File: src/rtl/axis_frame_ctrl.sv
// Cuts a continuous AXI-Stream into fixed-length packets (tlast on beat len), armed by start, ended by count or stop.
// Latency: 1 cycle input->output through a single registered stage; 1 beat/cycle when downstream is ready.
// Backpressure: s_axis_tready drops when the output register is full and m_axis_tready is low, and outside RUN.
//
// Ports: aclk/aresetn (async active-low); start/stop control pulses with cfg_len/cfg_num_pkts sampled on start;
//        busy/done/pkt_count status; s_axis_* input stream; m_axis_* registered output stream.
// Optional macro AXIS_FRAME_SOF_EN adds m_axis_tuser (start-of-packet flag) registered with the data.
module axis_frame_ctrl #(
  parameter int DATA_W = 32,
  parameter int LEN_W  = 16,
  parameter int CNT_W  = 32
) (
  input  logic                aclk,
  input  logic                aresetn,
  input  logic                start,
  input  logic                stop,
  input  logic [LEN_W-1:0]    cfg_len,
  input  logic [CNT_W-1:0]    cfg_num_pkts,
  output logic                busy,
  output logic                done,
  output logic [CNT_W-1:0]    pkt_count,
  input  logic [DATA_W-1:0]   s_axis_tdata,
  input  logic                s_axis_tvalid,
  output logic                s_axis_tready,
  output logic [DATA_W-1:0]   m_axis_tdata,
  output logic [DATA_W/8-1:0] m_axis_tkeep,
  output logic                m_axis_tlast,
  output logic                m_axis_tvalid,
  input  logic                m_axis_tready
`ifdef AXIS_FRAME_SOF_EN
  ,
  output logic                m_axis_tuser
`endif
);

  typedef enum logic [1:0] {IDLE, RUN, DRAIN} state_t;

  state_t           state;
  logic [LEN_W-1:0] len_q;
  logic [LEN_W-1:0] beat_cnt;
  logic [CNT_W-1:0] npk_q;
  logic [CNT_W-1:0] in_pkts;    // packets whose last beat has entered the output register
  logic             stop_pend;  // stop seen mid-packet, finish this packet then drain

  logic             accept;
  logic             beat_last;
  logic             out_last;
  logic             final_pkt;
  logic [CNT_W-1:0] in_pkts_nxt;

  assign s_axis_tready = (state == RUN) && (!m_axis_tvalid || m_axis_tready);
  assign accept        = s_axis_tvalid && s_axis_tready;
  assign beat_last     = (beat_cnt == len_q - LEN_W'(1));
  assign out_last      = m_axis_tvalid && m_axis_tready && m_axis_tlast;
  assign in_pkts_nxt   = in_pkts + CNT_W'(1);
  // npk_q == 0 means unlimited, so the input-side count never ends the run
  assign final_pkt     = (npk_q != '0) && (in_pkts_nxt == npk_q);

  always_ff @(posedge aclk or negedge aresetn) begin
    if (!aresetn) begin
      state         <= IDLE;
      len_q         <= LEN_W'(1);
      beat_cnt      <= '0;
      npk_q         <= '0;
      in_pkts       <= '0;
      stop_pend     <= 1'b0;
      busy          <= 1'b0;
      done          <= 1'b0;
      pkt_count     <= '0;
      m_axis_tdata  <= '0;
      m_axis_tkeep  <= '0;
      m_axis_tlast  <= 1'b0;
      m_axis_tvalid <= 1'b0;
`ifdef AXIS_FRAME_SOF_EN
      m_axis_tuser  <= 1'b0;
`endif
    end else begin
      done <= 1'b0;

      if (out_last && (pkt_count != '1)) begin
        pkt_count <= pkt_count + CNT_W'(1);
      end

      // Output register: load on input acceptance, empty when drained without a refill
      if (accept) begin
        m_axis_tdata  <= s_axis_tdata;
        m_axis_tkeep  <= '1;
        m_axis_tlast  <= beat_last;
        m_axis_tvalid <= 1'b1;
`ifdef AXIS_FRAME_SOF_EN
        m_axis_tuser  <= (beat_cnt == '0);
`endif
      end else if (m_axis_tready) begin
        m_axis_tkeep  <= '0;
        m_axis_tlast  <= 1'b0;
        m_axis_tvalid <= 1'b0;
`ifdef AXIS_FRAME_SOF_EN
        m_axis_tuser  <= 1'b0;
`endif
      end

      if (accept) begin
        beat_cnt <= beat_last ? '0 : beat_cnt + LEN_W'(1);
      end

      case (state)
        IDLE: begin
          if (start) begin
            len_q     <= (cfg_len == '0) ? LEN_W'(1) : cfg_len;
            npk_q     <= cfg_num_pkts;
            pkt_count <= '0;
            in_pkts   <= '0;
            beat_cnt  <= '0;
            stop_pend <= 1'b0;
            busy      <= 1'b1;
            state     <= RUN;
          end
        end
        RUN: begin
          if (accept && beat_last) begin
            in_pkts <= in_pkts_nxt;
            if (final_pkt || stop_pend || stop) begin
              stop_pend <= 1'b0;
              state     <= DRAIN;
            end
          end else if (stop) begin
            // A beat accepted at count 0 opens a new packet, which must still complete
            if ((beat_cnt == '0) && !accept) begin
              state <= DRAIN;
            end else begin
              stop_pend <= 1'b1;
            end
          end
        end
        DRAIN: begin
          // Only the final tlast beat can still be in the output register here
          if (!m_axis_tvalid || out_last) begin
            done  <= 1'b1;
            busy  <= 1'b0;
            state <= IDLE;
          end
        end
        default: state <= IDLE;
      endcase
    end
  end

endmodule

File: config.mk
export PLATFORM = sky130hd
export DESIGN_NAME = axis_frame_ctrl
export DESIGN_NICKNAME = d
export VERILOG_FILES = /design/src/rtl/axis_frame_ctrl.sv
export SDC_FILE = /design/constraint.sdc
export NUM_CORES = 1
export LEC_CHECK = 0
export CORE_MARGIN = 4
export CORE_UTILIZATION = 58
export DETAILED_ROUTE_END_ITERATION = 16
export GPL_TIMING_DRIVEN = 0
export PLACE_DENSITY_LB_ADDON = 0.25
export SLEW_MARGIN = 5
export SYNTH_ARGS = -nofsm -noshare
export SYNTH_HDL_FRONTEND = slang
export SYNTH_SLANG_ARGS = --single-unit
File: constraint.sdc
create_clock -name aclk -period 6.7 [get_ports aclk]
set_clock_uncertainty 0.05 [all_clocks]
set_input_delay 1.005 -clock aclk [delete_from_list [all_inputs] [get_ports aclk]]
set_output_delay 1.005 -clock aclk [all_outputs]
set_load 0.01 [all_outputs]
==> load_flow_metrics.sql <==
INSERT INTO impl_metrics (metric_group, metric, value, unit) VALUES
('outcome', 'outcome', 'finished clean', ''),
('drt', 'route.detailed.vias_per_inst', '5.73', ''),
('clock_tree', 'post_cts_resized', '0', ''),
('die', 'chipWidth', '135', 'µm'),
('clock_tree', 'cts.path.max_buffers', '2', ''),
('place', 'numPortBuffers', '158', ''),
('synthesis', 'synthDominantCellAreaShare', '0.444', ''),
('drt', 'route.detailed.wl_per_inst', '16.9', 'µm'),
('synthesis', 'yosys.cell_types.count', '71', ''),
('synthesis', 'synth.cell_area', '0.00935', 'mm²'),
('drt', 'firstDrtPassIters', '8', ''),
('pwr', 'cellInternalPower', '2.48', 'mW'),
('clock_tree', 'cts-buffers-inserted', '17', ''),
('timing', 'maxSlewViolCount', '0', ''),
('synthesis', 'synth-seq-cells', '167', ''),
('timing', 'tns', '0', 'ps'),
('worst_setup_path', 'cp-end-kind', 'output port', ''),
('worst_setup_path', 'timing.critical_path.arrival', '2420', 'ps'),
('layout', 'final_cell_mix', '289 x nand2_1, 166 x dfrtp_1, 157 x clkdlybuf4s50_1', ''),
('pwr', 'power_switching', '1.58', 'mW'),
('pwr', 'powerDensity', '344', 'mW/mm²'),
('place', 'place.gp.congestion', '0.967', ''),
('timing', 'fmaxAchievable', '0.288', 'GHz'),
('clock_tree', 'cts_tree', 'done', ''),
('flow_run', 'cap_violations', '0', ''),
('die', 'core-area', '0.0158', 'mm²'),
('worst_setup_path', 'r2r_setup_slack', '3450', 'ps'),
('layout', 'final_net_count', '1361', ''),
('clock_tree', 'worst_skew_pair.late_latency', '430', 'ps'),
('worst_setup_path', 'worst-path-max-fanout', '3', ''),
('drt', 'final_antenna_net_count', '0', ''),
('clock_tree', 'post_cts_hold_buffer_count', '0', ''),
('worst_setup_path', 'reg_to_reg_critical_path_endpoint', 'beat_cnt[6]', ''),
('timing', 'tightest_slew_margin_relative_to_the_limit', '0.371', ''),
('drt', 'routed_wl', '25300', 'µm'),
('worst_setup_path', 'critical_path.startpoint_type', 'primary input', ''),
('clock_tree', 'ctsRootBufferMaster', 'clkbuf_16', ''),
('die', 'pin_count', '159', ''),
('grt', 'grt.overflow.total', '0', ''),
('worst_setup_path', 'slowest_delay', '590', 'ps'),
('layout', 'flow.area_growth_from_synthesis', '26.3', '%'),
('drt', 'dr.first_iter.drc_count', '854', ''),
('die', 'die_footprint', '0.0182', 'mm²'),
('pwr', 'p_leak', '5.26', 'nW'),
('worst_setup_path', 'path_cells', 'clkdlybuf4s50_1, nand2b_1, and2_1, clkdlybuf4s50_1', ''),
('die', 'fp-row-count', '46', ''),
('layout', 'layout_commonest_cell', 'nand2_1', ''),
('synthesis', 'async_flop_share', '1.00', ''),
('place', 'placed_cells_incl_taps', '1467', ''),
('die', 'chipHeight', '135', 'µm'),
('clock_tree', 'cts_max_level', '4', ''),
('layout', 'antenna_cells', '0', ''),
('worst_setup_path', 'r2r-start', 'len_q[5]', ''),
('synthesis', 'edff_count_synth', '0', ''),
('worst_setup_path', 'path_common_cell', 'clkdlybuf4s50_1', ''),
('timing', 'period_share', '0.519', ''),
('drt', 'detail_route.drc_violations', '0', ''),
('synthesis', 'yosysSeqAreaShare', '0.447', ''),
('worst_setup_path', 'cp-startpoint', 'm_axis_tready', ''),
('grt', 'number_of_global_route_vias_before_repair', '8251', ''),
('worst_setup_path', 'worst_path_max_delay_cell', 'clkdlybuf4s50_1', ''),
('timing', 'hold_violations', '0', ''),
('worst_setup_path', 'cp_data_required_time', '5640', 'ps'),
('grt', 'grt_pass1_wl', '41400', 'µm'),
('grt', 'antenna_violations_before_repair', '0', ''),
('pwr', 'power.total', '4.06', 'mW'),
('timing', 'setup_violations', '0', ''),
('synthesis', 'ys_top_cells_by_area', 'dfrtp_1 44%, nand2_1 12%, xnor2_1 4.9%', ''),
('worst_setup_path', 'rr_worst_depth', '11', ''),
('layout', 'post_route_cells_drive_above_1_share', '0.0608', ''),
('drt', 'vias', '8587', '');
==> synthesized netlist by cell type, types with 4 or more instances <==
library cell / number
inv_1: 15
nand3_1: 44
a31oi_1: 6
and4_1: 9
o211ai_1: 4
and3_1: 13
xnor2_1: 52
nand2b_1: 7
a21oi_1: 34
and2_1: 10
nor4_1: 34
buf_2: 8
buf_4: 7
xor2_1: 50
nor3b_1: 8
or3_1: 11
clkbuf_1: 40
o22ai_1: 15
o21ai_0: 21
nor3_1: 24
nand4_1: 22
nor2_1: 88
or4_1: 7
nor2b_1: 5
ha_1: 5
buf_1: 6
dfrtp_1: 166
nand2_1: 289
a21o_1: 16
mux2i_1: 14
==> cell type report <==
| cell class | count | area, µm² |
|---|---|---|
| Clock inverter | 15 | 153 |
| Sequential cell | 167 | 4180 |
| Multi-Input combinational cell | 845 | 4820 |
| Buffer | 65 | 298 |
| Fill cell | 1164 | 4010 |
| Inverter | 15 | 56.3 |
| Clock buffer | 17 | 425 |
| Tap cell | 216 | 270 |
| Timing Repair Buffer | 159 | 1610 |
==> routing by layer <==
layer | GRT usage | part of all wire
met1 | 0.382 | 0.42
met4 | 0.0946 | 0.022
met5 | 0 | 0
met2 | 0.455 | 0.47
met3 | 0.0712 | 0.092
==> critical path, delay by kind of cell <==
kind                   cells  cell delay, ps
buffers and inverters      2            1070
and+or+nand+nor            2             350
==> worst min path at each step <==
| stage | start | endpoint | slack (ps) | depth (start not counted) |
|---|---|---|---|---|
| after CTS | m_axis_tdata[20] | m_axis_tdata[20] | 430 | 2 |
| final | aresetn | len_q[13] | 420 | 1 |
| after detailed placement | m_axis_tdata[18] | m_axis_tdata[18] | 410 | 2 |
| after global placement | m_axis_tdata[16] | m_axis_tdata[16] | 410 | 2 |
| after global routing | m_axis_tdata[5] | m_axis_tdata[5] | 440 | 2 |
| after floorplan | len_q[15] | len_q[15] | 420 | 2 |
==> kinds of logic (layout without fill, tap and decap cells) <==
family          count (synthesis)  count (layout)  share of synthesized area
simple gates                  596             596                      0.305
flops                         167             167                      0.447
compound gates                125             125                     0.0896
xor+xnor                      102             102                     0.0955
buf+inv                        80             271                     0.0379
mux                            17              17                     0.0186
fa+ha+maj                       5               5                    0.00669
==> flip-flops by register name (all words and copies together) (netlist names) <==
signal and flops:
m_axis_tdata 32, len_q 16, beat_cnt 16, state 2, m_axis_tlast 1, in_pkts 32
npk_q 32, done 1, busy 1, m_axis_tkeep 1, pkt_count 32, stop_pend 1
==> per-stage QoR <==
step           setup slack (ps)  utilization  instance area [µm²]
6_report                   3220        0.746                11800
5_1_grt                    3160        0.746                11800
4_1_cts                    3220        0.746                11800
3_5_place_dp               3110        0.710                11200
3_3_place_gp              -2290        0.708                11200
2_1_floorplan              3890            -                 9350
==> power by group through the flow <==
stage | clock network (mW) | registers (mW) | logic, mW
after CTS | 0.991 | 1.52 | 1.56
final | 0.979 | 1.53 | 1.55
after detailed placement | 0 | 1.54 | 1.54
after global placement | 0 | 1.53 | 1.50
after floorplan | 0 | 1.52 | 0.928
after global routing | 1.04 | 1.56 | 1.72
Power figures use the tool's default switching activity.
